===== config.mk =====
export PLATFORM = sky130hd
export DESIGN_NAME = lsu_bus_bridge_flat
export DESIGN_NICKNAME = d
export VERILOG_FILES = /design/src/rtl/lsu_bus_if.sv /design/src/rtl/lsu_bus_bridge.sv /design/src/flat_wrapper.sv
export SDC_FILE = /design/constraint.sdc
export NUM_CORES = 1
export LEC_CHECK = 0
export CORE_MARGIN = 1
export CORE_UTILIZATION = 47
export DETAILED_ROUTE_END_ITERATION = 7
export HOLD_SLACK_MARGIN = 0.02
export PLACE_DENSITY = 0.86
export SYNTH_ARGS = -nofsm -noshare
export SYNTH_HDL_FRONTEND = slang
export SYNTH_SLANG_ARGS = --single-unit

===== constraint.sdc =====
create_clock -name clk -period 3 [get_ports clk]
set_input_delay 0.3 -clock clk [delete_from_list [all_inputs] [get_ports clk]]
set_output_delay 0.3 -clock clk [all_outputs]
set_load 0.03 [all_outputs]

===== src/rtl/lsu_bus_if.sv =====
// Word-wide req/ack data bus between the load/store unit (master) and memory (slave).
interface lsu_bus_if;
    logic        bus_req;
    logic        bus_we;
    logic [31:0] bus_addr;
    logic [31:0] bus_wdata;
    logic [3:0]  bus_be;
    logic        bus_ack;
    logic        bus_err;
    logic [31:0] bus_rdata;

    modport master (
        output bus_req, bus_we, bus_addr, bus_wdata, bus_be,
        input  bus_ack, bus_err, bus_rdata
    );

    modport slave (
        input  bus_req, bus_we, bus_addr, bus_wdata, bus_be,
        output bus_ack, bus_err, bus_rdata
    );
endinterface


===== src/rtl/lsu_bus_bridge.sv =====
// Load/store unit: turns single-cycle core memory accesses into stalled req/ack bus
// transactions with natural-alignment checks, lane steering and load extension.
module lsu_bus_bridge #(
    parameter int TIMEOUT = 16,
    parameter int TO_W    = 5
) (
    input  logic        clk,
    input  logic        reset,
    input  logic        mem_read,
    input  logic        memwrite,
    input  logic [2:0]  funct3,
    input  logic [31:0] aluresult,
    input  logic [31:0] write_data,
    output logic [31:0] read_data,
    output logic        stall,
    output logic        fault,
    lsu_bus_if.master   bus
);

    typedef enum logic [1:0] {
        IDLE = 2'd0,
        BUS  = 2'd1,
        DONE = 2'd2
    } state_t;

    function automatic logic access_ok(input logic [2:0] f3, input logic st, input logic [1:0] a);
        case (f3)
            3'b000:  return 1'b1;
            3'b001:  return ~a[0];
            3'b010:  return (a == 2'b00);
            3'b100:  return ~st;
            3'b101:  return ~st & ~a[0];
            default: return 1'b0;
        endcase
    endfunction

    function automatic logic [3:0] store_be(input logic [2:0] f3, input logic [1:0] a);
        case (f3)
            3'b000:  return 4'b0001 << a;
            3'b001:  return a[1] ? 4'b1100 : 4'b0011;
            default: return 4'b1111;
        endcase
    endfunction

    function automatic logic [31:0] store_lanes(input logic [2:0] f3, input logic [31:0] wd);
        case (f3)
            3'b000:  return {4{wd[7:0]}};
            3'b001:  return {2{wd[15:0]}};
            default: return wd;
        endcase
    endfunction

    function automatic logic [31:0] load_extend(input logic [2:0] f3, input logic [1:0] off,
                                                input logic [31:0] rd);
        logic [31:0] sh;
        sh = rd >> {off, 3'b000};
        case (f3)
            3'b000:  return {{24{sh[7]}}, sh[7:0]};
            3'b001:  return {{16{sh[15]}}, sh[15:0]};
            3'b100:  return {24'h000000, sh[7:0]};
            3'b101:  return {16'h0000, sh[15:0]};
            default: return rd;
        endcase
    endfunction

    state_t         state_q, state_d;
    logic [TO_W-1:0] cnt_q, cnt_d, cnt_inc_s;
    logic [31:0]    read_data_q, read_data_d;
    logic           fault_q, fault_d;
    logic           bus_req_q, bus_req_d;
    logic           bus_we_q, bus_we_d;
    logic [31:0]    bus_addr_q, bus_addr_d;
    logic [31:0]    bus_wdata_q, bus_wdata_d;
    logic [3:0]     bus_be_q, bus_be_d;
    logic [2:0]     funct3_q, funct3_d;
    logic [1:0]     off_q, off_d;
    logic           access_s, legal_s, start_s, reject_s;

    assign access_s  = mem_read | memwrite;
    assign legal_s   = access_ok(funct3, memwrite, aluresult[1:0]);
    assign start_s   = (state_q == IDLE) & access_s & legal_s;
    assign reject_s  = (state_q == IDLE) & access_s & ~legal_s;
    assign cnt_inc_s = cnt_q + {{(TO_W-1){1'b0}}, 1'b1};

    // Next-state and next-output computation for the access sequencer.
    always_comb begin
        state_d     = state_q;
        cnt_d       = cnt_q;
        read_data_d = read_data_q;
        fault_d     = 1'b0;
        bus_req_d   = bus_req_q;
        bus_we_d    = bus_we_q;
        bus_addr_d  = bus_addr_q;
        bus_wdata_d = bus_wdata_q;
        bus_be_d    = bus_be_q;
        funct3_d    = funct3_q;
        off_d       = off_q;
        case (state_q)
            IDLE: begin
                cnt_d = {TO_W{1'b0}};
                if (start_s) begin
                    state_d     = BUS;
                    bus_req_d   = 1'b1;
                    bus_we_d    = memwrite;
                    bus_addr_d  = {aluresult[31:2], 2'b00};
                    bus_be_d    = memwrite ? store_be(funct3, aluresult[1:0]) : 4'b1111;
                    bus_wdata_d = store_lanes(funct3, write_data);
                    funct3_d    = funct3;
                    off_d       = aluresult[1:0];
                end else begin
                    state_d = IDLE;
                end
            end
            BUS: begin
                cnt_d = cnt_inc_s;
                // Error beats a simultaneous ack; the timeout only fires when nothing answered.
                if (bus.bus_err || (!bus.bus_ack && cnt_inc_s == TO_W'(TIMEOUT))) begin
                    state_d     = DONE;
                    bus_req_d   = 1'b0;
                    read_data_d = 32'h0000_0000;
                    fault_d     = 1'b1;
                end else if (bus.bus_ack) begin
                    state_d   = DONE;
                    bus_req_d = 1'b0;
                    if (!bus_we_q) begin
                        read_data_d = load_extend(funct3_q, off_q, bus.bus_rdata);
                    end else begin
                        read_data_d = read_data_q;
                    end
                end else begin
                    state_d = BUS;
                end
            end
            DONE: begin
                state_d = IDLE;
                cnt_d   = {TO_W{1'b0}};
            end
            default: begin
                state_d   = IDLE;
                bus_req_d = 1'b0;
                cnt_d     = {TO_W{1'b0}};
            end
        endcase
    end

    // State and output registers with synchronous reset.
    always_ff @(posedge clk) begin
        if (reset) begin
            state_q     <= IDLE;
            cnt_q       <= {TO_W{1'b0}};
            read_data_q <= 32'h0000_0000;
            fault_q     <= 1'b0;
            bus_req_q   <= 1'b0;
            bus_we_q    <= 1'b0;
            bus_addr_q  <= 32'h0000_0000;
            bus_wdata_q <= 32'h0000_0000;
            bus_be_q    <= 4'b0000;
            funct3_q    <= 3'b000;
            off_q       <= 2'b00;
        end else begin
            state_q     <= state_d;
            cnt_q       <= cnt_d;
            read_data_q <= read_data_d;
            fault_q     <= fault_d;
            bus_req_q   <= bus_req_d;
            bus_we_q    <= bus_we_d;
            bus_addr_q  <= bus_addr_d;
            bus_wdata_q <= bus_wdata_d;
            bus_be_q    <= bus_be_d;
            funct3_q    <= funct3_d;
            off_q       <= off_d;
        end
    end

    // Accept/reject must reach the core in the detect cycle, so those terms bypass the flops.
    assign stall     = start_s | (state_q == BUS);
    assign fault     = fault_q | reject_s;
    assign read_data = reject_s ? 32'h0000_0000 : read_data_q;

    assign bus.bus_req   = bus_req_q;
    assign bus.bus_we    = bus_we_q;
    assign bus.bus_addr  = bus_addr_q;
    assign bus.bus_wdata = bus_wdata_q;
    assign bus.bus_be    = bus_be_q;

endmodule


===== src/flat_wrapper.sv =====
// flat-port wrapper written by rule: the top's interface ports become plain ports
module lsu_bus_bridge_flat 
#(
    parameter int TIMEOUT = 16,
    parameter int TO_W    = 5
)
  (clk, reset, mem_read, memwrite, funct3, aluresult, write_data, read_data, stall, fault, bus_bus_req, bus_bus_we, bus_bus_addr, bus_bus_wdata, bus_bus_be, bus_bus_ack, bus_bus_err, bus_bus_rdata);
  lsu_bus_if bus_i ();
  input  logic clk;
  input  logic reset;
  input  logic mem_read;
  input  logic memwrite;
  input  logic [2:0] funct3;
  input  logic [31:0] aluresult;
  input  logic [31:0] write_data;
  output logic [31:0] read_data;
  output logic stall;
  output logic fault;
  output wire logic [$bits(bus_i.bus_req)-1:0] bus_bus_req;
  output wire logic [$bits(bus_i.bus_we)-1:0] bus_bus_we;
  output wire logic [$bits(bus_i.bus_addr)-1:0] bus_bus_addr;
  output wire logic [$bits(bus_i.bus_wdata)-1:0] bus_bus_wdata;
  output wire logic [$bits(bus_i.bus_be)-1:0] bus_bus_be;
  input wire logic [$bits(bus_i.bus_ack)-1:0] bus_bus_ack;
  input wire logic [$bits(bus_i.bus_err)-1:0] bus_bus_err;
  input wire logic [$bits(bus_i.bus_rdata)-1:0] bus_bus_rdata;
  assign bus_bus_req = bus_i.bus_req;
  assign bus_bus_we = bus_i.bus_we;
  assign bus_bus_addr = bus_i.bus_addr;
  assign bus_bus_wdata = bus_i.bus_wdata;
  assign bus_bus_be = bus_i.bus_be;
  assign bus_i.bus_ack = bus_bus_ack;
  assign bus_i.bus_err = bus_bus_err;
  assign bus_i.bus_rdata = bus_bus_rdata;
  lsu_bus_bridge #(.TIMEOUT(TIMEOUT), .TO_W(TO_W)) u_core (.clk(clk), .reset(reset), .mem_read(mem_read), .memwrite(memwrite), .funct3(funct3), .aluresult(aluresult), .write_data(write_data), .read_data(read_data), .stall(stall), .fault(fault), .bus(bus_i));
endmodule

# [Word-level counts from Yosys, hierarchy flattened]
# Cells that the tools add are included.
[op_classes] n_eq_ne=13 n_mux=19 bitwise_logic=12 n_shift=2 addsub=1 reduce_logical=12
[ops] cell="32-bit 2-to-1 mux" n=4
[ops] cell="32-bit case mux with 4 select lines" n=1
[ops] cell="32-bit case mux with 2 select lines" n=1
[ops] cell="32-bit by 5-bit >> shifter with 16-bit output" n=1
[ops] cell="3-bit == test (second input constant)" n=4
[ops] cell="4-bit 2-to-1 mux" n=2
[ops] cell="4-bit case mux with 2 select lines" n=1
[ops] cell="3-bit by 1-bit == test with 1-bit output (second input constant)" n=2
[ops] cell="3-bit logical NOT" n=2
[ops] cell="3-bit AND reduction" n=2
[ops] cell="5-bit by 1-bit adder with 5-bit output (second input constant)" n=1
[ops] cell="5-bit == test (second input constant)" n=1
[ops] cell="1-bit 2-to-1 mux" n=5
[ops] cell="1-bit NOT" n=5
[ops] cell="1-bit case mux with 5 select lines" n=1
[ops] cell="1-bit AND" n=4
[ops] cell="2-bit logical NOT" n=2
[ops] cell="2-bit 2-to-1 mux" n=2
[ops] cell="2-bit case mux with 2 select lines" n=1
[ops] cell="1-bit by 2-bit left shift with 4-bit output (first input constant)" n=1
[ops] cell="3-bit by 2-bit == test with 1-bit output (second input constant)" n=1
[ops] cell="3-bit by 2-bit inequality test with 1-bit output (second input constant)" n=1
[ops] cell="1-bit OR" n=3
[ops] cell="1-bit case mux with 3 select lines" n=1
[ops] cell="other kinds (10)" n=10
[totals] reg_bits=113 word_cells=70 inputBits=105 output_inout_bits=104

# [Depth between registers and ports, before layout]
# Gate-level depths: netlist of the first run.
[depth] ltp_word=6 ltp_mapped=8 depth_no_buf=6

# [Worst setup path before layout of the first run]
# No wires, ideal clock.
[synth_path] path_type="input to output" from="input port memwrite" to="output port read_data[10]" t_required_ns=2.700 stages=5 path_slack_ns=1.115 t_arrival_ns=1.585 path_cell_list="buf_2 a221oi_2 nor4b_2 clkbuf_1 nor2b_1"
[synth_between] elab_chain_cells=6
[synth_rtl] item="from (decl)" line_no="flat_wrapper.sv:12" source="input logic memwrite;"
[synth_rtl] item="1-bit NOT" line_no="lsu_bus_bridge.sv:31, lsu_bus_bridge.sv:32"
[synth_rtl] item="1-bit AND" line_no="lsu_bus_bridge.sv:32" source="3'b101: return ~st & ~a[0];"
[synth_rtl] item="1-bit case mux with 5 select lines" line_no="lsu_bus_bridge.sv:27" source="case (f3)"
[synth_rtl] item="1-bit NOT" line_no="lsu_bus_bridge.sv:82" source="assign reject_s = (state_q == IDLE) & access_s & ~legal_s;"
[synth_rtl] item="1-bit AND (*)" line_no="lsu_bus_bridge.sv:82"
[synth_rtl] item="32-bit 2-to-1 mux (*)" line_no="lsu_bus_bridge.sv:178" source="assign read_data = reject_s ? 32'h0000_0000 : read_data_q;"
[synth_rtl] item="to (decl)" line_no="flat_wrapper.sv:16" source="output logic [31:0] read_data;"
# Every way passes the cells marked *; elsewhere a longest branch is shown, timed or not.

# [Worst setup path after layout of the first run]
[layout_path] from="register u_core.state_q[1]" to="output port read_data[4]"
[layout_between] elab_chain_cells=4
[layout_rtl] item="from (decl)" line_no="lsu_bus_bridge.sv:66" source="state_t state_q, state_d;"
[layout_rtl] item="from (signal assigned)" line_no="lsu_bus_bridge.sv:161" source="state_q <= state_d;"
[layout_rtl] item="2-bit logical NOT" line_no="lsu_bus_bridge.sv:82"
[layout_rtl] item="1-bit AND (2 in a row)" line_no="lsu_bus_bridge.sv:82"
[layout_rtl] item="32-bit 2-to-1 mux" line_no="lsu_bus_bridge.sv:178"
# No other way between the ends.

==> metrics.txt, run 1 <==
# TYPE chip_impl_metric gauge
chip_impl_info{name="outcome",value="finished clean"} 1
chip_impl_info{name="rsz0062_at_grt",value="no"} 1
chip_impl_metric{name="grt_use_met1",unit=""} 0.3201
chip_impl_info{name="worstSetupPathType",value="register to primary output"} 1
chip_impl_metric{name="worst_hold_slack",unit="ps"} 240.6
chip_impl_info{name="min_path_type",value="input port to register"} 1
chip_impl_metric{name="routedWlPerCell",unit="µm"} 17.40
chip_impl_metric{name="worst_path_maximum_fanout",unit=""} 33
chip_impl_metric{name="static-leakage-power",unit="nW"} 3.016
chip_impl_metric{name="h_tree_depth",unit=""} 4
chip_impl_metric{name="cts_repair_resize_count",unit=""} 0
chip_impl_info{name="clock_tree_from_tritoncts",value="built"} 1
chip_impl_metric{name="post_synth_mux_area_share",unit=""} 0.06447
chip_impl_metric{name="grt_antenna_before_repair",unit=""} 0
chip_impl_metric{name="core_area",unit="µm²"} 10790
chip_impl_info{name="synthFlopType",value="sky130_fd_sc_hd__dfxtp_1"} 1
chip_impl_metric{name="ant_nets",unit=""} 0
chip_impl_metric{name="detailedRoute.firstPassIterationCount",unit=""} 5
chip_impl_info{name="grt_most_used_layer",value="met2"} 1
chip_impl_metric{name="dieArea",unit="µm²"} 11490
chip_impl_metric{name="place.detailed.hpwl",unit="mm"} 11.75
chip_impl_metric{name="fin_setup_tns",unit="ps"} 0
chip_impl_metric{name="power_per_cell_area",unit="nW/µm²"} 560.0
chip_impl_metric{name="num-fill-cells",unit=""} 759
chip_impl_metric{name="synth_area",unit="µm²"} 5201
chip_impl_metric{name="grtUsageTotal",unit=""} 0.2980
chip_impl_metric{name="cts.clk_slew.worst_paths",unit="ps"} 50
chip_impl_metric{name="setup_viol",unit=""} 0
chip_impl_info{name="main_combinational_cell_family_by_area_after_synthesis",value="compound AO/OA/AOI/OAI gates"} 1
chip_impl_metric{name="fmax",unit="GHz"} 0.3625
chip_impl_metric{name="post_route_cells_drive_above_1_share",unit=""} 0.07879
chip_impl_metric{name="port_buffers",unit=""} 206
chip_impl_metric{name="drtIter0Drc",unit=""} 293
chip_impl_metric{name="clockBufferDepth",unit=""} 2
chip_impl_metric{name="timing_worst_slew_pin_value",unit="ps"} 1058
chip_impl_metric{name="yosys_register_bits",unit=""} 113
chip_impl_metric{name="cp_data_arrival_time",unit="ps"} 2460
chip_impl_metric{name="num_antenna_cells",unit=""} 0
chip_impl_metric{name="met3_usage",unit=""} 0.09483
chip_impl_metric{name="hold_buffers",unit=""} 0
chip_impl_info{name="worstSetupStartpointType",value="register"} 1
chip_impl_info{name="critical_path.endpoint_type",value="primary output"} 1
chip_impl_metric{name="placement_rows",unit=""} 38
chip_impl_metric{name="final.setup_skew",unit="ps"} 4.579
chip_impl_metric{name="synth_edf_count",unit=""} 0
chip_impl_metric{name="async_reset_ff_frac",unit=""} 0
chip_impl_metric{name="clock_sinks",unit=""} 113
chip_impl_metric{name="ys_types",unit=""} 50
chip_impl_metric{name="synth_simple_gate_area_frac",unit=""} 0.2110
chip_impl_metric{name="largest_net_degree_at_the_start_of_global_routing",unit=""} 76
chip_impl_metric{name="place.gp.congestion",unit=""} 0.9352
chip_impl_metric{name="yosysWarningCount",unit=""} 0
chip_impl_metric{name="synth_compound_gate_area_share",unit=""} 0.2199
chip_impl_metric{name="detail_route.drc_violations",unit=""} 0
chip_impl_metric{name="grt_first_pass_wirelength",unit="mm"} 26.34
chip_impl_metric{name="cts_setup_buffers",unit=""} 0
chip_impl_metric{name="tritoncts_buffer_count",unit=""} 17
chip_impl_metric{name="layout-area-overhead-vs-synth",unit="%"} 52.44
chip_impl_metric{name="routed_wirelength",unit="mm"} 16.79
chip_impl_metric{name="min_period",unit="ps"} 2758
chip_impl_metric{name="start_util",unit=""} 0.4819
chip_impl_metric{name="multi_input_gate_area_in_the_final_layout",unit="µm²"} 2670
chip_impl_metric{name="chipWidth",unit="µm"} 107.2
chip_impl_metric{name="syn_area_per_cell",unit="µm²"} 8.403
chip_impl_metric{name="grt_pass1_vias",unit=""} 5255
chip_impl_metric{name="met2_usage_in_global_routing",unit=""} 0.5157
chip_impl_info{name="cts-root-buf",value="sky130_fd_sc_hd__clkbuf_8"} 1
chip_impl_metric{name="post-route-period-util",unit=""} 0.9195
chip_impl_metric{name="cp_data_required_time",unit="ps"} 2700
chip_impl_metric{name="post_synth_inst_count",unit=""} 619
chip_impl_metric{name="hold_violations",unit=""} 0
chip_impl_metric{name="clock_latency",unit="ps"} 520
chip_impl_metric{name="grt_remaining_overflow",unit=""} 0
chip_impl_metric{name="dr_total_vias",unit=""} 5423
chip_impl_metric{name="final-max-slew-violation-count",unit=""} 0
chip_impl_metric{name="routed_via_density",unit=""} 5.620
chip_impl_metric{name="synth_fa_ha_area_frac",unit=""} 0.004811
chip_impl_metric{name="ys_seq_area_frac",unit=""} 0.4349
chip_impl_metric{name="synth_xor_area_frac",unit=""} 0.006736
chip_impl_metric{name="vdd_drop_max",unit="mV"} 0.5612
chip_impl_metric{name="finalNetCount",unit=""} 919
chip_impl_metric{name="pin_count",unit=""} 209
chip_impl_metric{name="register_area",unit="µm²"} 2262
chip_impl_metric{name="layout.core_utilization",unit=""} 0.7346
chip_impl_metric{name="drv.max_cap_violation_count",unit=""} 0
chip_impl_metric{name="worst_slew_slack_as_a_fraction_of_its_limit",unit=""} 0.2907
chip_impl_metric{name="fp.dieH",unit="µm"} 107.2
## cell type report
type	instances	area share
clock buffers	22	0.05965
well taps	140	0.02209
repair buffers	224	0.2803
inverters	5	0.002367
clock inverters	10	0.01357
flip-flops and latches	113	0.2853
multi-input cells	451	0.3368
## kinds of logic after synthesis
logic type | Yosys count
multiplexers | 33
AO/OA/AOI/OAI | 171
buffers and inverters | 56
AND/OR/NAND/NOR | 239
XOR/XNOR | 4
adder cells (fa/ha/maj) | 2
flip-flops | 113
other | 1
## layer usage
layer	up-vias	share of wire
li1	2555	-
met3	48	0.092
met2	277	0.50
met1	2543	0.37
met4	0	0.035
met5	-	0
## synth_stat cells, types with 2 or more instances
cell type | instances | area share
sky130_fd_sc_hd__nor2_1 | 53 | 0.038
sky130_fd_sc_hd__xor2_1 | 2 | 0.0034
sky130_fd_sc_hd__o211ai_1 | 9 | 0.013
sky130_fd_sc_hd__mux2i_1 | 32 | 0.062
sky130_fd_sc_hd__buf_2 | 8 | 0.0077
sky130_fd_sc_hd__a211oi_1 | 12 | 0.017
sky130_fd_sc_hd__o21ai_0 | 25 | 0.024
sky130_fd_sc_hd__buf_6 | 6 | 0.013
sky130_fd_sc_hd__a32o_1 | 6 | 0.012
sky130_fd_sc_hd__a22o_1 | 3 | 0.0051
sky130_fd_sc_hd__inv_1 | 5 | 0.0036
sky130_fd_sc_hd__buf_4 | 6 | 0.0087
sky130_fd_sc_hd__nor4b_2 | 2 | 0.0058
sky130_fd_sc_hd__nand2b_1 | 11 | 0.013
sky130_fd_sc_hd__ha_1 | 2 | 0.0048
sky130_fd_sc_hd__o2111ai_1 | 4 | 0.0067
sky130_fd_sc_hd__dfxtp_1 | 113 | 0.43
sky130_fd_sc_hd__nand3_1 | 2 | 0.0019
sky130_fd_sc_hd__xnor2_1 | 2 | 0.0034
sky130_fd_sc_hd__nand2_1 | 116 | 0.084
sky130_fd_sc_hd__a211o_1 | 11 | 0.019
sky130_fd_sc_hd__o2bb2ai_1 | 7 | 0.012
sky130_fd_sc_hd__a21oi_1 | 69 | 0.066
sky130_fd_sc_hd__a221o_1 | 5 | 0.0096
sky130_fd_sc_hd__and3_1 | 12 | 0.014
sky130_fd_sc_hd__nor2b_1 | 36 | 0.043
sky130_fd_sc_hd__clkbuf_1 | 29 | 0.021
sky130_fd_sc_hd__a31oi_1 | 2 | 0.0024
sky130_fd_sc_hd__a311oi_1 | 8 | 0.013
## report_power, final
group | switching, W | leakage (nW) | internal [W]
combinational | 0.000465 | 1.81 | 0.000375
clock | 0.000699 | 0.283 | 0.00126
sequential | 0.0000576 | 0.920 | 0.00158
## worst paths after layout
kind,cells after the start,end,slack (ps),startpoint
min,3,u_core.read_data_q[7],240,reset
min reg2reg,1,u_core.read_data_q[31],450,u_core.read_data_q[31]
max,5,read_data[4],240,u_core.state_q[1]
max reg2reg,7,u_core.read_data_q[4],610,u_core.cnt_q[0]
## stage by stage
stage,setup WS (ps),cell area (µm²),power [W],cells
finish,241.6,7929,0.004440,965
global route,158.9,7929,0.004589,965
CTS,256.8,7929,0.004455,965
detailed placement,282.1,7348,0.002497,933
global placement,367.6,7348,0.002476,933
floorplan,1115,5205,0.002108,620
## registers in the layout, summed over array words and instances, names as in the netlist
register and count:
u_core.off_q 2, u_core.read_data_q 32, u_core.bus.bus_wdata 32, u_core.state_q 2, u_core.bus.bus_we 1, u_core.fault_q 1
u_core.cnt_q 5, u_core.bus.bus_req 1, u_core.funct3_q 3, u_core.bus.bus_addr 30, u_core.bus.bus_be 4
## critical path, cell delays in order (launching register included)
cell and delay [ps]:
sky130_fd_sc_hd__dfxtp_1 340, sky130_fd_sc_hd__nor2_1 350, sky130_fd_sc_hd__nor4b_4 330, sky130_fd_sc_hd__buf_12 220
sky130_fd_sc_hd__nor2b_1 70, sky130_fd_sc_hd__clkdlybuf4s50_1 610
## layout by cell type, fill, tap and decap left out, types with 11 or more instances in the layout
cell type,synthesis,final
sky130_fd_sc_hd__nand2_1,116,116
sky130_fd_sc_hd__mux2i_1,32,32
sky130_fd_sc_hd__nor2_1,53,53
sky130_fd_sc_hd__a211oi_1,12,12
sky130_fd_sc_hd__clkdlybuf4s50_1,0,202
sky130_fd_sc_hd__o21ai_0,25,25
sky130_fd_sc_hd__and3_1,12,12
sky130_fd_sc_hd__a21oi_1,69,69
sky130_fd_sc_hd__a211o_1,11,11
sky130_fd_sc_hd__nand2b_1,11,11
sky130_fd_sc_hd__dfxtp_1,113,113
sky130_fd_sc_hd__clkbuf_16,0,16
sky130_fd_sc_hd__buf_4,6,18
sky130_fd_sc_hd__nor2b_1,36,36
(Power assumes the default switching activity.)
==> run 2, diff against run 1 <==
--- a/config.mk
+++ b/config.mk
@@ -6,10 +6,10 @@
 export NUM_CORES = 1
 export LEC_CHECK = 0
 export CORE_MARGIN = 1
-export CORE_UTILIZATION = 47
+export CORE_UTILIZATION = 39
 export DETAILED_ROUTE_END_ITERATION = 7
 export HOLD_SLACK_MARGIN = 0.02
-export PLACE_DENSITY = 0.86
+export PLACE_DENSITY = 0.76
 export SYNTH_ARGS = -nofsm -noshare
 export SYNTH_HDL_FRONTEND = slang
 export SYNTH_SLANG_ARGS = --single-unit
==> constraint.sdc (replaced) <==
create_clock -name clk -period 2.4 [get_ports clk]
set_input_delay 0.24 -clock clk [delete_from_list [all_inputs] [get_ports clk]]
set_output_delay 0.24 -clock clk [all_outputs]
set_load 0.03 [all_outputs]
==> run 2 against run 1 <==
- combinational power rose by 27%
- cell count rose by 4.4%
- core utilization fell by 9.9 points
- largest power group unchanged
- highest routed layer unchanged
==> metrics.txt, run 2 (synthesis results as in run 1) <==
# TYPE chip_impl_metric gauge
chip_impl_metric{name="worst_slew_slack_as_a_fraction_of_its_limit",unit=""} 0.4815
chip_impl_metric{name="cp_data_required_time",unit="ps"} 2160
chip_impl_metric{name="hold_buffers",unit=""} 0
chip_impl_metric{name="fp.dieH",unit="µm"} 117.5
chip_impl_metric{name="grtUsageTotal",unit=""} 0.2361
chip_impl_metric{name="start_util",unit=""} 0.4056
chip_impl_metric{name="placement_rows",unit=""} 41
chip_impl_metric{name="dr_total_vias",unit=""} 5190
chip_impl_metric{name="detailedRoute.firstPassIterationCount",unit=""} 4
chip_impl_info{name="outcome",value="finished clean"} 1
chip_impl_metric{name="dpl_worst_slack",unit="ps"} -120.6
chip_impl_info{name="worst_path_max_delay_cell",value="sky130_fd_sc_hd__clkdlybuf4s50_1"} 1
chip_impl_metric{name="grt_first_pass_wirelength",unit="mm"} 25.83
chip_impl_metric{name="ant_nets",unit=""} 0
chip_impl_metric{name="setup_viol",unit=""} 0
chip_impl_metric{name="routedWlPerCell",unit="µm"} 15.92
chip_impl_metric{name="cts.clk_slew.worst_paths",unit="ps"} 50
chip_impl_metric{name="port_buffers",unit=""} 206
chip_impl_metric{name="largest_net_degree_at_the_start_of_global_routing",unit=""} 75
chip_impl_metric{name="core_area",unit="µm²"} 12820
chip_impl_info{name="layout_commonest_cell",value="sky130_fd_sc_hd__clkdlybuf4s50_1"} 1
chip_impl_metric{name="fmax",unit="GHz"} 0.4404
chip_impl_info{name="final_cell_mix",value="sky130_fd_sc_hd__clkdlybuf4s50_1 (171), sky130_fd_sc_hd__nand2_1 (116), sky130_fd_sc_hd__dfxtp_1 (113)"} 1
chip_impl_metric{name="grt_pass1_vias",unit=""} 5096
chip_impl_metric{name="clock_sinks",unit=""} 113
chip_impl_metric{name="maximum_cell_stage_delay_along_the_critical_path",unit="ps"} 550
chip_impl_metric{name="post-route-period-util",unit=""} 0.9462
chip_impl_metric{name="routed_via_density",unit=""} 5.154
chip_impl_info{name="cts-root-buf",value="sky130_fd_sc_hd__clkbuf_16"} 1
chip_impl_metric{name="clockBufferDepth",unit=""} 2
chip_impl_metric{name="static-leakage-power",unit="nW"} 3.270
chip_impl_info{name="rsz0062_at_grt",value="no"} 1
chip_impl_metric{name="h_tree_depth",unit=""} 4
chip_impl_metric{name="cp_data_arrival_time",unit="ps"} 2030
chip_impl_metric{name="grt_remaining_overflow",unit=""} 0
chip_impl_metric{name="finalNetCount",unit=""} 929
chip_impl_metric{name="place.detailed.hpwl",unit="mm"} 11.62
chip_impl_metric{name="detail_route.drc_violations",unit=""} 0
chip_impl_metric{name="drtIter0Drc",unit=""} 290
chip_impl_metric{name="worst_path_maximum_fanout",unit=""} 33
chip_impl_metric{name="routed_wirelength",unit="mm"} 16.03
chip_impl_metric{name="power_per_cell_area",unit="nW/µm²"} 731.7
chip_impl_metric{name="dieArea",unit="µm²"} 13800
chip_impl_metric{name="pin_count",unit=""} 209
chip_impl_info{name="worstSetupStartpointType",value="input port"} 1
chip_impl_metric{name="hold_violations",unit=""} 0
chip_impl_metric{name="num-fill-cells",unit=""} 1065
chip_impl_info{name="min_path_type",value="input port to register"} 1
chip_impl_metric{name="clock_latency",unit="ps"} 410
chip_impl_metric{name="min_period",unit="ps"} 2271
chip_impl_metric{name="place.gp.congestion",unit=""} 0.8942
chip_impl_metric{name="num_antenna_cells",unit=""} 0
chip_impl_metric{name="timing_worst_slew_pin_value",unit="ps"} 777.8
chip_impl_metric{name="chipWidth",unit="µm"} 117.5
chip_impl_metric{name="tritoncts_buffer_count",unit=""} 17
chip_impl_info{name="worstSetupPathType",value="input port to primary output"} 1
chip_impl_metric{name="layout.core_utilization",unit=""} 0.6353
chip_impl_metric{name="final.setup_skew",unit="ps"} 6.265
chip_impl_metric{name="grt_antenna_before_repair",unit=""} 0
chip_impl_metric{name="layout_setup_ws",unit="ps"} 129.1
chip_impl_metric{name="final-max-slew-violation-count",unit=""} 0
chip_impl_info{name="critical_path.endpoint_type",value="primary output"} 1
chip_impl_info{name="clock_tree_from_tritoncts",value="built"} 1
chip_impl_metric{name="post_route_cells_drive_above_1_share",unit=""} 0.08982
chip_impl_metric{name="worst_hold_slack",unit="ps"} 361.5
chip_impl_metric{name="layout-area-overhead-vs-synth",unit="%"} 56.65
chip_impl_metric{name="vdd_drop_max",unit="mV"} 0.5234
chip_impl_info{name="timing.critical_path.cells",value="clkdlybuf4s50_1 > nor4_2 > buf_4 > nor4b_4 > buf_12 > nor2b_1 > dlygate4sd2_1"} 1
chip_impl_metric{name="drv.max_cap_violation_count",unit=""} 0
chip_impl_metric{name="cts_setup_buffers",unit=""} 0
==> run 2: cell types whose count changed in the layout (fill, tap and decap cells not counted), sizes merged <==
cell,delta
bufinv,+3
clkdlybuf4s50,-31
buf,+10
dlygate4sd2,+31
clkinvlp,-1
clkinv,-3
clkbuf,+1
==> run 2: final timing paths <==
path | startpoint | endpoint | slack [ps] | cells after the start
worst max register to register | u_core.cnt_q[0] | u_core.read_data_q[25] | 500 | 7
worst min register to register | u_core.bus.bus_addr[22] | u_core.bus.bus_addr[22] | 450 | 2
worst max-delay path | funct3[2] | read_data[2] | 130 | 7
worst min-delay path | reset | u_core.cnt_q[1] | 360 | 3
==> run 2: worst max-delay path, delay by kind of cell <==
kind                   cells  cell delay [ps]
buffers and inverters      4             1280
and+or+nand+nor            3              490
==> run 2: what timing repair did <==
item,4_1_cts,5_1_grt
gates resized for setup,31,0
endpoints found under the hold margin,0,0
setup endpoints to repair,31,0
==> run 2: layer usage <==
metal	GRT usage	wire [µm]	vias up
li1	-	-	2576
met4	0.1338	669	0
met1	0.2704	6588	2387
met3	0.08285	1156	45
met5	0	0	-
met2	0.3824	7618	182
==> run 2: through the flow <==
step	TNS, ps	power [W]	cell area [µm²]	instances
floorplan	0	0.002634	5205	620
global placement	-1543	0.003127	7513	975
detailed placement	-2204	0.003149	7513	975
CTS	0	0.006015	8148	1007
global route	0	0.006186	8148	1007
finish	0	0.005962	8148	1007
==> run 2: where the power goes <==
part / switching [W] / internal (W) / leakage (nW)
Clock: 0.000878 / 0.00198 / 0.325
Sequential: 0.0000636 / 0.00198 / 0.920
Combinational: 0.000581 / 0.000485 / 2.02
Total: 0.00152 / 0.00444 / 3.27
==> run 2: area by class of cell <==
cell class,count,area (µm²),share of cell area
well taps,172,215.2,0.02641
repair buffers,234,2308,0.2833
inverters,5,18.77,0.002303
multi-input cells,451,2670,0.3277
clock buffers,23,498.0,0.06112
clock inverters,9,175.2,0.02150
flip-flops and latches,113,2262,0.2776
==> run 3, diff against run 2 <==
--- a/config.mk
+++ b/config.mk
@@ -6,10 +6,10 @@
 export NUM_CORES = 1
 export LEC_CHECK = 0
 export CORE_MARGIN = 1
-export CORE_UTILIZATION = 39
+export CORE_UTILIZATION = 44
 export DETAILED_ROUTE_END_ITERATION = 7
 export HOLD_SLACK_MARGIN = 0.02
-export PLACE_DENSITY = 0.76
+export PLACE_DENSITY = 0.81
 export SYNTH_ARGS = -nofsm -noshare
 export SYNTH_HDL_FRONTEND = slang
 export SYNTH_SLANG_ARGS = --single-unit
==> constraint.sdc (replaced) <==
create_clock -name clk -period 2.3 [get_ports clk]
set_input_delay 0.23 -clock clk [delete_from_list [all_inputs] [get_ports clk]]
set_output_delay 0.23 -clock clk [all_outputs]
set_load 0.03 [all_outputs]
==> run 3 against run 2 <==
- sequential share of layout area is 0.21 points higher
- worst hold slack worse by 4.5 ps
- largest cell class unchanged
- non-clock buffer count is 2 higher
- sequential power is 4% higher
- highest routed layer unchanged
- global-route usage is 3.6 points higher
- combinational power is 7% higher
- die area is 11% lower
- critical path depth stayed put
==> metrics.txt, run 3 (synthesis results as in run 1) <==
# TYPE chip_impl_metric gauge
chip_impl_info{name="worstSetupPathType",value="input port to primary output"} 1
chip_impl_metric{name="combinationalPowerShare",unit=""} 0.185
chip_impl_metric{name="total_switching_power",unit="W"} 0.001579
chip_impl_metric{name="p_int",unit="W"} 0.004578
chip_impl_metric{name="fp.dieH",unit="µm"} 110.7
chip_impl_metric{name="finalNetCount",unit=""} 931
chip_impl_metric{name="clock_sinks",unit=""} 113
chip_impl_metric{name="tritoncts_buffer_count",unit=""} 17
chip_impl_metric{name="clock_latency",unit="ps"} 410
chip_impl_info{name="critical_path.endpoint_type",value="primary output"} 1
chip_impl_metric{name="grt_antenna_before_repair",unit=""} 0
chip_impl_info{name="hold_path.startpoint",value="reset"} 1
chip_impl_info{name="rsz0062_at_grt",value="no"} 1
chip_impl_metric{name="placement_rows",unit=""} 39
chip_impl_metric{name="detailedRoute.firstPassIterationCount",unit=""} 4
chip_impl_metric{name="drv.max_cap_violation_count",unit=""} 0
chip_impl_metric{name="timing.reg2reg.setup_slack",unit="ps"} 300
chip_impl_info{name="final_cell_mix",value="sky130_fd_sc_hd__clkdlybuf4s50_1 (171), sky130_fd_sc_hd__nand2_1 (116), sky130_fd_sc_hd__dfxtp_1 (113)"} 1
chip_impl_metric{name="post-route-period-util",unit=""} 0.9670
chip_impl_metric{name="critPathBufInv",unit=""} 4
chip_impl_info{name="cts-root-buf",value="sky130_fd_sc_hd__clkbuf_16"} 1
chip_impl_metric{name="routed_wirelength",unit="mm"} 16.50
chip_impl_metric{name="post_route_cells_drive_above_1_share",unit=""} 0.1304
chip_impl_info{name="clock_tree_from_tritoncts",value="built"} 1
chip_impl_metric{name="static-leakage-power",unit="nW"} 3.198
chip_impl_metric{name="fin_setup_tns",unit="ps"} 0
chip_impl_metric{name="largest_net_degree_at_the_start_of_global_routing",unit=""} 75
chip_impl_info{name="r2r_start",value="u_core.cnt_q[0]"} 1
chip_impl_metric{name="detail_route.drc_violations",unit=""} 0
chip_impl_info{name="min_path_type",value="input port to register"} 1
chip_impl_metric{name="layout-area-overhead-vs-synth",unit="%"} 55.50
chip_impl_metric{name="pin_count",unit=""} 209
chip_impl_metric{name="cp_data_arrival_time",unit="ps"} 1990
chip_impl_metric{name="worst_slew_slack_as_a_fraction_of_its_limit",unit=""} 0.4664
chip_impl_metric{name="clockBufferDepth",unit=""} 2
chip_impl_metric{name="power_per_cell_area",unit="nW/µm²"} 761.2
chip_impl_metric{name="final-max-slew-violation-count",unit=""} 0
chip_impl_info{name="worstSetupStartpointType",value="input port"} 1
chip_impl_info{name="cp_delay_by_family_top",value="buffers and inverters"} 1
chip_impl_metric{name="vdd_drop_max",unit="mV"} 0.5080
chip_impl_metric{name="grtUsageTotal",unit=""} 0.2725
chip_impl_metric{name="place.gp.congestion",unit=""} 0.8949
chip_impl_metric{name="routedWlPerCell",unit="µm"} 16.85
chip_impl_metric{name="h_tree_depth",unit=""} 4
chip_impl_metric{name="clock_power_share",unit=""} 0.469
chip_impl_metric{name="setup_viol",unit=""} 0
chip_impl_info{name="timing.critical_path.cells",value="clkdlybuf4s50_1 > a221oi_4 > nor4b_4 > buf_4 > buf_4 > or2_2 > buf_4"} 1
chip_impl_metric{name="grt_pass1_vias",unit=""} 5355
chip_impl_metric{name="dr_total_vias",unit=""} 5400
chip_impl_metric{name="core_area",unit="µm²"} 11470
chip_impl_metric{name="port_buffers",unit=""} 206
chip_impl_info{name="outcome",value="finished clean"} 1
chip_impl_metric{name="fmax",unit="GHz"} 0.4496
chip_impl_metric{name="final.setup_skew",unit="ps"} 8.580
chip_impl_metric{name="place.detailed.hpwl",unit="mm"} 11.68
chip_impl_metric{name="ant_nets",unit=""} 0
chip_impl_info{name="worst_path_max_delay_cell",value="sky130_fd_sc_hd__clkdlybuf4s50_1"} 1
chip_impl_metric{name="power_frac_seq",unit=""} 0.346
chip_impl_metric{name="num_antenna_cells",unit=""} 0
chip_impl_metric{name="min_period",unit="ps"} 2224
chip_impl_metric{name="start_util",unit=""} 0.4536
chip_impl_info{name="critical_path.startpoint",value="funct3[2]"} 1
chip_impl_metric{name="grt_first_pass_wirelength",unit="mm"} 26.82
chip_impl_metric{name="routed_via_density",unit=""} 5.516
chip_impl_metric{name="worst_hold_slack",unit="ps"} 357.1
chip_impl_metric{name="maximum_cell_stage_delay_along_the_critical_path",unit="ps"} 540
chip_impl_metric{name="timing_worst_slew_pin_value",unit="ps"} 800.4
chip_impl_metric{name="switching_share",unit=""} 0.2565
chip_impl_metric{name="hold_buffers",unit=""} 0
chip_impl_metric{name="drtIter0Drc",unit=""} 339
chip_impl_metric{name="chipWidth",unit="µm"} 110.7
chip_impl_info{name="layout_commonest_cell",value="sky130_fd_sc_hd__clkdlybuf4s50_1"} 1
chip_impl_metric{name="hold_violations",unit=""} 0
chip_impl_metric{name="worst_path_maximum_fanout",unit=""} 5
chip_impl_info{name="critical_path.most_common_cell",value="sky130_fd_sc_hd__buf_4"} 1
chip_impl_metric{name="grt_remaining_overflow",unit=""} 0
chip_impl_metric{name="cts.clk_slew.worst_paths",unit="ps"} 50
chip_impl_metric{name="dieArea",unit="µm²"} 12260
chip_impl_metric{name="cp_data_required_time",unit="ps"} 2070
-- run 3: changes by cell type in the layout (fill, tap and decap cells not counted), moves of 2 or more --
| cell | previous run | this run |
|---|---|---|
| sky130_fd_sc_hd__buf_4 | 24 | 58 |
| sky130_fd_sc_hd__clkbuf_8 | 5 | 3 |
| sky130_fd_sc_hd__dlygate4sd2_1 | 31 | 0 |
| sky130_fd_sc_hd__nor2_1 | 53 | 51 |
| sky130_fd_sc_hd__nor2_2 | 0 | 2 |
-- run 3: per-stage QoR --
step | cell area, µm² | utilization | total power [W] | cells | setup WS, ps
finish | 8088 | 0.7053 | 0.006157 | 979 | 75.86
global route | 8088 | 0.7053 | 0.006386 | 979 | 5.614
CTS | 8071 | 0.7039 | 0.006178 | 978 | 12.06
detailed placement | 7391 | 0.6445 | 0.003286 | 945 | -29.02
global placement | 7391 | 0.6445 | 0.003260 | 945 | -3.872
floorplan | 5205 | - | 0.002749 | 620 | 465.6
-- run 3: final timing paths --
path,to,cells after the start
max reg2reg,u_core.read_data_q[16],7
max,fault,7
min,u_core.cnt_q[1],3
min reg2reg,u_core.bus.bus_wdata[0],2
-- run 3: tightest hold or removal path: cells and delay by family --
family                 cells  cell delay [ps]
buffers and inverters      1              140
AND/OR/NAND/NOR            2              350
-- run 3: power by group through the flow --
stage | Sequential (W) | Clock [W] | Combinational, W
after floorplan | 0.00232 | 0 | 0.000430
after global placement | 0.00216 | 0 | 0.00110
final | 0.00213 | 0.00288 | 0.00114
after detailed placement | 0.00217 | 0 | 0.00112
after CTS | 0.00213 | 0.00291 | 0.00114
after global routing | 0.00214 | 0.00303 | 0.00122
-- run 3: area by class of cell --
cell class | instances | area, µm²
tap | 143 | 178.9
inverter | 5 | 18.77
timing repair buffer | 236 | 2272
sequential | 113 | 2262
clock buffer | 21 | 470.5
clock inverter | 10 | 181.4
fill | 853 | 3379
multi-input combinational | 451 | 2704
-- run 3: routing by layer --
metal  part of all wire  GRT usage  vias to the layer above
met3              0.091     0.1001                       27
met1               0.41     0.3199                     2546
met4              0.019    0.09067                        0
li1                   -          -                     2575
met5                  0          0                        -
met2               0.48     0.4580                      252
-- run 3: timing repair --
item                                    4_1_cts  5_1_grt
buffers inserted                              2        1
pin swaps                                     0        2
endpoints found under the setup margin       33        6
resized for setup                             2        1
